$ cat src/rtl/sa_wdata_channel_pkg.sv
// Shared definitions for the slave-arbiter address/data channels.
// An order entry is packed as {mst_id, len, crossing}, with mst_id in the MSBs.
package sa_wdata_channel_pkg;
  localparam int MST_AMT_DEF          = 3;
  localparam int OUTSTANDING_AMT_DEF  = 8;
  localparam int DATA_WIDTH_DEF       = 32;
  localparam int TRANS_DATA_LEN_W_DEF = 3;

  // Never returns 0, so a single-master build still gets a usable index width.
  function automatic int mst_id_w(input int mst_amt);
    return (mst_amt > 1) ? $clog2(mst_amt) : 1;
  endfunction

  function automatic int order_entry_w(input int id_w, input int len_w);
    return id_w + len_w + 1;
  endfunction

  typedef enum logic [1:0] {
    SKID_EMPTY = 2'd0,
    SKID_ONE   = 2'd1,
    SKID_FULL  = 2'd2
  } skid_occ_e;
endpackage

$ cat src/rtl/sa_wdata_channel_fifo.sv
// Synchronous FIFO with a look-ahead head: rd_data shows the oldest entry while not empty.
// A push while full is dropped. A push and a pop in the same cycle are both honoured.
module fifo #(
  parameter int DATA_W = 8,
  parameter int DEPTH  = 8
) (
  input  logic              i_clk,
  input  logic              i_srst,
  input  logic              i_wr_en,
  input  logic [DATA_W-1:0] i_wr_data,
  input  logic              i_rd_en,
  output logic [DATA_W-1:0] o_rd_data,
  output logic              o_full,
  output logic              o_empty
);
  localparam int AW = (DEPTH > 1) ? $clog2(DEPTH) : 1;
  localparam int CW = $clog2(DEPTH + 1);

  logic [DATA_W-1:0] r_mem [DEPTH];
  logic [AW-1:0]     r_wr_ptr;
  logic [AW-1:0]     r_rd_ptr;
  logic [CW-1:0]     r_count;
  logic              w_push;
  logic              w_pop;

  assign o_full    = (r_count == CW'(DEPTH));
  assign o_empty   = (r_count == '0);
  assign w_push    = i_wr_en & ~o_full;
  assign w_pop     = i_rd_en & ~o_empty;
  assign o_rd_data = r_mem[r_rd_ptr];

  always_ff @(posedge i_clk) begin
    if (w_push) r_mem[r_wr_ptr] <= i_wr_data;
  end

  always_ff @(posedge i_clk) begin
    if (i_srst) begin
      r_wr_ptr <= '0;
      r_rd_ptr <= '0;
      r_count  <= '0;
    end else begin
      if (w_push) r_wr_ptr <= (r_wr_ptr == AW'(DEPTH - 1)) ? '0 : r_wr_ptr + 1'b1;
      if (w_pop)  r_rd_ptr <= (r_rd_ptr == AW'(DEPTH - 1)) ? '0 : r_rd_ptr + 1'b1;
      if (w_push & ~w_pop)      r_count <= r_count + 1'b1;
      else if (~w_push & w_pop) r_count <= r_count - 1'b1;
    end
  end
endmodule

$ cat src/rtl/sa_wdata_channel_skid.sv
// Two-entry skid buffer with registered outputs. Input ready depends on occupancy only,
// so there is never a combinational path from i_ready to o_ready.
module skid_buffer_2e
  import sa_wdata_channel_pkg::*;
#(
  parameter int DATA_W = 33
) (
  input  logic              i_clk,
  input  logic              i_srst,
  input  logic [DATA_W-1:0] i_data,
  input  logic              i_valid,
  output logic              o_ready,
  output logic [DATA_W-1:0] o_data,
  output logic              o_valid,
  input  logic              i_ready
);
  skid_occ_e         r_state;
  logic [DATA_W-1:0] r_out;
  logic [DATA_W-1:0] r_spare;
  logic              w_in_hs;
  logic              w_out_hs;

  assign o_valid  = (r_state != SKID_EMPTY);
  assign o_ready  = (r_state != SKID_FULL);
  assign o_data   = r_out;
  assign w_in_hs  = i_valid & o_ready;
  assign w_out_hs = o_valid & i_ready;

  always_ff @(posedge i_clk) begin
    if (i_srst) begin
      r_state <= SKID_EMPTY;
      r_out   <= '0;
      r_spare <= '0;
    end else begin
      case (r_state)
        SKID_EMPTY: begin
          if (w_in_hs) begin
            r_out   <= i_data;
            r_state <= SKID_ONE;
          end
        end
        SKID_ONE: begin
          if (w_in_hs & w_out_hs) begin
            r_out <= i_data;
          end else if (w_in_hs) begin
            r_spare <= i_data;
            r_state <= SKID_FULL;
          end else if (w_out_hs) begin
            r_state <= SKID_EMPTY;
          end
        end
        SKID_FULL: begin
          if (w_out_hs) begin
            r_out   <= r_spare;
            r_state <= SKID_ONE;
          end
        end
        default: r_state <= SKID_EMPTY;
      endcase
    end
  end
endmodule

$ cat src/rtl/sa_wdata_channel.sv
// Slave-side W stage: replays granted AW order, steers W beats from the owning master,
// regenerates WLAST per segment, and flags master WLAST mismatches.
module sa_wdata_channel
  import sa_wdata_channel_pkg::*;
#(
  parameter int MST_AMT          = MST_AMT_DEF,
  parameter int OUTSTANDING_AMT  = OUTSTANDING_AMT_DEF,
  parameter int MST_ID_W         = mst_id_w(MST_AMT),
  parameter int DATA_WIDTH       = DATA_WIDTH_DEF,
  parameter int TRANS_DATA_LEN_W = TRANS_DATA_LEN_W_DEF
) (
  input  logic                          ACLK_i,
  input  logic                          ARESET_i,
  input  logic [TRANS_DATA_LEN_W-1:0]   xADDR_AxLEN_i,
  input  logic [MST_ID_W-1:0]           xADDR_mst_id_i,
  input  logic                          xADDR_crossing_flag_i,
  input  logic                          xADDR_fifo_order_wr_en_i,
  output logic                          xADDR_stall_o,
  input  logic [DATA_WIDTH*MST_AMT-1:0] dsp_WDATA_i,
  input  logic [MST_AMT-1:0]            dsp_WLAST_i,
  input  logic [MST_AMT-1:0]            dsp_WVALID_i,
  output logic [MST_AMT-1:0]            dsp_WREADY_o,
  output logic [DATA_WIDTH-1:0]         s_WDATA_o,
  output logic                          s_WLAST_o,
  output logic                          s_WVALID_o,
  input  logic                          s_WREADY_i,
  output logic                          wlast_err_o
);
  localparam int ENTRY_W = order_entry_w(MST_ID_W, TRANS_DATA_LEN_W);

  logic [ENTRY_W-1:0]          w_head;
  logic                        w_empty;
  logic [MST_ID_W-1:0]         w_head_id;
  logic [TRANS_DATA_LEN_W-1:0] w_head_len;
  logic                        w_head_cr;
  logic                        w_skid_ready;
  logic                        w_sel_valid;
  logic                        w_sel_wlast;
  logic [DATA_WIDTH-1:0]       w_sel_data;
  logic                        w_beat_hs;
  logic                        w_last;
  logic [TRANS_DATA_LEN_W-1:0] r_beat_cnt;
  logic                        r_err;

  fifo #(
    .DATA_W (ENTRY_W),
    .DEPTH  (OUTSTANDING_AMT)
  ) u_order_fifo (
    .i_clk     (ACLK_i),
    .i_srst    (ARESET_i),
    .i_wr_en   (xADDR_fifo_order_wr_en_i),
    .i_wr_data ({xADDR_mst_id_i, xADDR_AxLEN_i, xADDR_crossing_flag_i}),
    .i_rd_en   (w_beat_hs & w_last),
    .o_rd_data (w_head),
    .o_full    (xADDR_stall_o),
    .o_empty   (w_empty)
  );

  assign {w_head_id, w_head_len, w_head_cr} = w_head;

  genvar gi;
  generate
    for (gi = 0; gi < MST_AMT; gi++) begin : g_ready
      assign dsp_WREADY_o[gi] = ~w_empty & (w_head_id == MST_ID_W'(gi)) & w_skid_ready;
    end
  endgenerate

  // An out-of-range head id selects nothing, so it can never produce a handshake.
  always_comb begin
    w_sel_valid = 1'b0;
    w_sel_wlast = 1'b0;
    w_sel_data  = '0;
    for (int i = 0; i < MST_AMT; i++) begin
      if (w_head_id == MST_ID_W'(i)) begin
        w_sel_valid = dsp_WVALID_i[i];
        w_sel_wlast = dsp_WLAST_i[i];
        w_sel_data  = dsp_WDATA_i[DATA_WIDTH*i +: DATA_WIDTH];
      end
    end
  end

  assign w_beat_hs = w_sel_valid & ~w_empty & w_skid_ready;
  assign w_last    = (r_beat_cnt == w_head_len);

  always_ff @(posedge ACLK_i) begin
    if (ARESET_i) begin
      r_beat_cnt <= '0;
      r_err      <= 1'b0;
    end else if (w_beat_hs) begin
      r_beat_cnt <= w_last ? '0 : r_beat_cnt + 1'b1;
      if (w_sel_wlast != (w_last & ~w_head_cr)) r_err <= 1'b1;
    end
  end

  assign wlast_err_o = r_err;

  skid_buffer_2e #(
    .DATA_W (DATA_WIDTH + 1)
  ) u_skid (
    .i_clk   (ACLK_i),
    .i_srst  (ARESET_i),
    .i_data  ({w_last, w_sel_data}),
    .i_valid (w_beat_hs),
    .o_ready (w_skid_ready),
    .o_data  ({s_WLAST_o, s_WDATA_o}),
    .o_valid (s_WVALID_o),
    .i_ready (s_WREADY_i)
  );
endmodule

$ cat config.mk
export PLATFORM = sky130hd
export DESIGN_NAME = sa_wdata_channel
export DESIGN_NICKNAME = d
export VERILOG_FILES = /design/src/rtl/sa_wdata_channel_pkg.sv /design/src/rtl/sa_wdata_channel_fifo.sv /design/src/rtl/sa_wdata_channel_skid.sv /design/src/rtl/sa_wdata_channel.sv
export SDC_FILE = /design/constraint.sdc
export NUM_CORES = 1
export LEC_CHECK = 0
export BUFFER_PORTS_ARGS = -buffer_cell sky130_fd_sc_hd__buf_2
export CAP_MARGIN = 5
export CORE_MARGIN = 4
export CORE_UTILIZATION = 49
export DETAILED_ROUTE_END_ITERATION = 7
export HOLD_SLACK_MARGIN = 0.03
export PLACE_DENSITY = 0.75
export SYNTH_ARGS = -nofsm -noshare
export SYNTH_HDL_FRONTEND = slang
export SYNTH_SLANG_ARGS = --single-unit
$ cat constraint.sdc
create_clock -name ACLK_i -period 3.8 [get_ports ACLK_i]
set_input_delay 0.76 -clock ACLK_i [delete_from_list [all_inputs] [get_ports ACLK_i]]
set_output_delay 0.76 -clock ACLK_i [all_outputs]
set_load 0.005 [all_outputs]
# Word-level counts from Yosys, hierarchy flattened
# Memories as Yosys holds them, arrays and structs flattened. A register that Yosys moved wholly into a read port is not among the register bits.
# Index checks and enable logic that the tools add are counted.
dict set report classes {
  addsub 5
  n_eq_ne 15
  n_mux 28
  bitwise 23
  n_reduce_logical 10
}
# op n
set op_table {}
lappend op_table {{2-to-1 mux 33 bit} 3}
lappend op_table {{one-hot mux 33 bit (3 select lines)} 1}
lappend op_table {{2-to-1 mux 32 bit} 3}
lappend op_table {{AND 1 bit} 17}
lappend op_table {{2-to-1 mux 3 bit} 5}
lappend op_table {{2-to-1 mux 2 bit} 5}
lappend op_table {{adder 3 x 1 -> 3 bit, second input constant} 3}
lappend op_table {{2-to-1 mux 1 bit} 8}
lappend op_table {{2-to-1 mux 4 bit} 2}
lappend op_table {{AND reduction 4 bit} 2}
lappend op_table {{== test 3 bit, second input constant} 2}
lappend op_table {{!= test 2 x 1 -> 1 bit, second input constant} 3}
lappend op_table {{inverter 1 bit} 6}
lappend op_table {{one-hot mux 2 bit (3 select lines)} 1}
lappend op_table {{adder 4 x 1 -> 4 bit, second input constant} 1}
lappend op_table {{== test 2 x 1 -> 1 bit, second input constant} 2}
lappend op_table {{== test 2 bit, second input constant} 2}
lappend op_table {{== test 4 bit, second input constant} 1}
lappend op_table {{logical NOT 2 bit} 2}
lappend op_table {{logical NOT 4 bit} 1}
lappend op_table {{!= test 2 bit, second input constant} 2}
lappend op_table {{nonzero test 2 bit} 2}
lappend op_table {{subtractor 4 x 1 -> 4 bit, second input constant} 1}
lappend op_table {{== test 3 bit} 1}
lappend op_table {{5 further kinds} 5}
dict set report totals {
  ff_bits 82
  ram_bits 48
  mem_count 1
}
# name depth width read_ports rd_ports_with_merged_regs wr line
set mem_list {}
lappend mem_list {u_order_fifo.r_mem 8 6 1 1 1 sa_wdata_channel_fifo.sv:19} ;# logic [DATA_W-1:0] r_mem [DEPTH];

# Depth between registers and ports, before layout
dict set report logic_depth {
  ltp_word 11
  mapped_depth 15
  depth_no_buf 14
}

# By module
# Synthesis repeated with hierarchy kept, for this count alone.
dict set report hier_totals {
  cells_unflattened 609
  hier_area_um2 6567.5
}
# mod instances cells_each area_per_inst_um2
set modules_own_cells {}
lappend modules_own_cells {skid_buffer_2e 1 317 3072.9}
lappend modules_own_cells {fifo 1 145 2506.2}
lappend modules_own_cells {sa_wdata_channel 1 147 988.4}

# Worst setup path before layout
# Ideal clock, no wire load.
dict set report synth_path {
  path_kind {reg2reg}
  start {register (tool-made name)}
  end {register u_order_fifo.r_count[3]}
  arrival_ns 3.642
  setup_slack_ns 0.088
  path_stages_with_launch 15
  path_buffers 1
  synth_period_minus_slack_ns 3.712
  cell_sequence {dfxtp_1 buf_4 mux4_2 mux2i_1 mux2_2 nor3_1 inv_1 ha_1 inv_1 ha_1 a21o_1 a21oi_1 xnor2_1 or3_1 a21oi_1}
}
# item line
set synth_rtl {}
lappend synth_rtl {{end signal: assignment} sa_wdata_channel_fifo.sv:44} ;# if (w_push & ~w_pop) r_count <= r_count + 1'b1;
lappend synth_rtl {{end signal: assignment} sa_wdata_channel_fifo.sv:45} ;# else if (~w_push & w_pop) r_count <= r_count - 1'b1;
lappend synth_rtl {{end: declaration} sa_wdata_channel_fifo.sv:22} ;# logic [CW-1:0] r_count;

==> key figures <==
Job
  – Max Cap Viol: 0

Detailed routing
  – Highest Signal Layer: met5
  – TritonRoute pass-1 iters: 6
  – Avg Vias per Cell: about 5.6
  – Vias: 5306
  – WL met3: 1.15 mm
  – Antenna violation net count after detailed routing: 0
  – DR WL/cell: around 18 um
  – Met2 routed WL: between 8 and 9 mm
  – WL final: around 17 mm
  – DRC Markers: 0
  – DR iter-0 viols: roughly 470
  – Metal-1 WL: 7.02 mm

Floorplan
  – Die X-Extent: roughly 120 um
  – Cell Rows: 41
  – Starting density of the core: 0.504
  – Die area: roughly 15000 um^2
  – I/O pins: about 150
  – Die Height: ~120 um
  – Core footprint: 12700 um^2

Place
  – HPWL after DPL: about 12 mm
  – Gpl congestion: ~0.83
  – Area after DPL: 7320 um^2
  – Dpl ws: around 0.032 ns
  – Buffers on Ports: 150

STA
  – Min Tclk post-route: 3.66 ns
  – Period Utilization, post-route: 0.962
  – Final setup viols: 0
  – Final Hold Fails: 0
  – Worst-Margin Slew: ~0.95 ns
  – Final TNS setup: 0 ns
  – Slew Limit Fails: 0
  – Max Clock Skew: 0.00529 ns
  – RSZ-0062 raised after global routing: no
  – Max-slew headroom: 0.366
  – Max Freq: about 0.27 GHz
  – Worst setup margin: 0.143 ns
  – Final hold slack: about 0.45 ns

Yosys
  – Async SR Flop Fraction: 0
  – Syn Nets: about 740
  – Most frequent cell after synthesis: dfxtp_1
  – Yosys warning count: 0
  – Post-synthesis sequential area ratio: 0.493
  – Largest family of logic cells by synthesized area: compound AO/OA/AOI/OAI gates
  – Post-synthesis register bit count: roughly 130
  – Top-area cell type share of the netlist area: 0.267
  – Synthesized area: between 6000 and 7000 um^2
  – Synth Area per Inst: just over 10 um^2
  – Synth unique cells: 46
  – Post-Synth XOR/XNOR Area: 0.00961
  – Compound-Gate Fraction of Synth Area: 0.170
  – Top cells by count, synth: dfxtp_1, nand2_1, edfxtp_1
  – Adder-Cell Fraction of Synth Area: 0.0188
  – Multiplexer area fraction after synthesis: 0.119
  – Top cells by area, synth: dfxtp_1, edfxtp_1, mux2i_1, o2bb2ai_1, nand2_1
  – Post-synth EDFFs: 48
  – Post-synthesis cell count: ~620
  – Simple-gate share of the synthesized area: 0.127
  – Yosys top cell by area: dfxtp_1
  – Ys flop type: dfxtp_1

Outcome
  – Outcome: finished clean

Critical path
  – Crit path arrival time: 2.90 ns
  – Crit path largest cell delay: ~0.57 ns
  – Setup crit start kind: flop
  – Crit Path Class: flop to primary output
  – Crit path cell chain: buf_8, mux4_2, mux2i_4, buf_4, nor3b_1, buf_2
  – CP Capture Type: primary output
  – Worst path required time: 3.04 ns
  – Crit-path max FO: 40
  – Worst path slowest cell: buf_4

Finish
  – Final instance area: 7970 um^2
  – Share of cells above drive strength 1: 0.301
  – N_diodes: 0
  – Area Overhead vs Synth: 25.0%
  – Nets: just under 900

Global routing
  – Vias in the first global route: about 5.4k
  – GRT Resource Usage Total: 0.229
  – Largest net degree at the start of global routing: 70
  – First-pass GRT wire length: about 27 mm
  – Antenna violations before repair: 1
  – Grt total ovfl: 0

CTS
  – Clock Tree Root: clkbuf_16
  – Num CTS Buffers: 17
  – Worst-path clk slew: 0.06 ns
  – Clock tree buffer depth: 2
  – Htree depth: 4
  – Clock sinks: ~130
  – CTS tree: yes
  – Worst skew pair latency: about 0.42 ns

Power and ir drop
  – IR drop worst, VDD: ~0.46 mV
  – Pleak: slightly above 3 nW
  – Power, Total: approximately 5.3 mW
  – Power density cells: 669 nW/um^2

Min path
  – Worst hold path type: flop to flop
layer usage:
| layer | up-vias | track usage |
|---|---|---|
| met2 | 179 | 0.396 |
| met1 | 2519 | 0.278 |
| met4 | 2 | 0.0861 |
| li1 | 2583 | - |
| met3 | 23 | 0.0529 |
| met5 | - | 0 |
cell type report:
cell class / instances / area [um^2]
tap: 172 / 215
sequential: 133 / 3140
clock buffer: 17 / 425
timing repair buffer: 177 / 986
multi-input combinational: 395 / 2880
clock inverter: 14 / 185
inverter: 37 / 139
fill: 1028 / 4700
final timing paths:
kind	startpoint	to	slack, ns	depth (start not counted)
min	u_skid.o_data[28]$_SDFFE_PP0P_	u_skid.o_data[28]$_SDFFE_PP0P_	0.45	2
max reg2reg	flop	u_order_fifo.r_count[3]$_SDFFE_PP0P_	0.18	14
min reg2reg	u_skid.o_data[28]$_SDFFE_PP0P_	u_skid.o_data[28]$_SDFFE_PP0P_	0.45	2
max	flop	dsp_WREADY_o[0]	0.14	6
sequential cells by signal (all words and copies together) (netlist names), named ones only:
name                   flops
u_order_fifo.r_count       4
u_skid.r_spare            33
r_beat_cnt                 3
wlast_err_o                1
u_skid.r_state             2
u_order_fifo.r_rd_ptr      3
u_order_fifo.r_wr_ptr      3
u_order_fifo.r_mem        48
u_skid.o_data             33
power by group:
group / internal (mW) / switching (mW)
sequential: 1.68 / 0.131
combinational: 0.729 / 1.11
clock: 1.09 / 0.600
total: 3.50 / 1.84
critical path, delay by kind of cell, from the launching register on:
kind | cells | cell delay (ns)
buf+inv | 3 | 0.94
flops | 1 | 0.39
mux | 2 | 0.71
simple gates | 1 | 0.42
stage by stage:
stage | utilization | instances
2_1_floorplan | - | 622
3_3_place_gp | 0.578 | 910
3_5_place_dp | 0.578 | 910
4_1_cts | 0.627 | 943
5_1_grt | 0.629 | 945
6_report | 0.629 | 945
cell usage in the layout, fill, tap and decap left out, types with 2 or more instances in the layout:
cell type and count:
a211oi_1 32, a21oi_1 41, a31oi_1 3, buf_12 2
buf_2 150, buf_4 24, bufinv_16 4, clkbuf_16 17
clkinv_1 2, clkinv_2 2, clkinvlp_4 4, dfxtp_1 84
edfxtp_1 48, ha_1 8, inv_1 36, mux2_1 2
mux2_2 5, mux2i_1 42, mux4_2 11, nand2_1 72
nand2b_1 8, nand3_1 3, nand4_1 3, nor2_1 15
nor2b_1 4, nor3_1 10, nor3b_1 3, nor4_1 34
o211ai_1 32, o21ai_0 5, o2bb2ai_1 32, or2_2 3
or3_1 2, xnor2_1 3, xor2_1 4
what timing repair did:
| item | CTS | global route |
|---|---|---|
| resized for setup | 1 | 4 |
| pin swaps | 2 | 3 |
| hold buffers | 0 | 0 |
| endpoints found under the hold margin | 0 | 0 |
| setup buffers | 2 | 2 |
| setup endpoints to repair | 2 | 2 |
cell families after synthesis:
| kind of cell | count (synthesis) |
|---|---|
| buffers and inverters | 94 |
| xor gates and xnor gates | 7 |
| and+or+nand+nor | 165 |
| DFF | 133 |
| AOI/OAI and AO/OA | 153 |
| adders and majority gates | 9 |
| muxes | 61 |
Power figures use the tool's default switching activity.
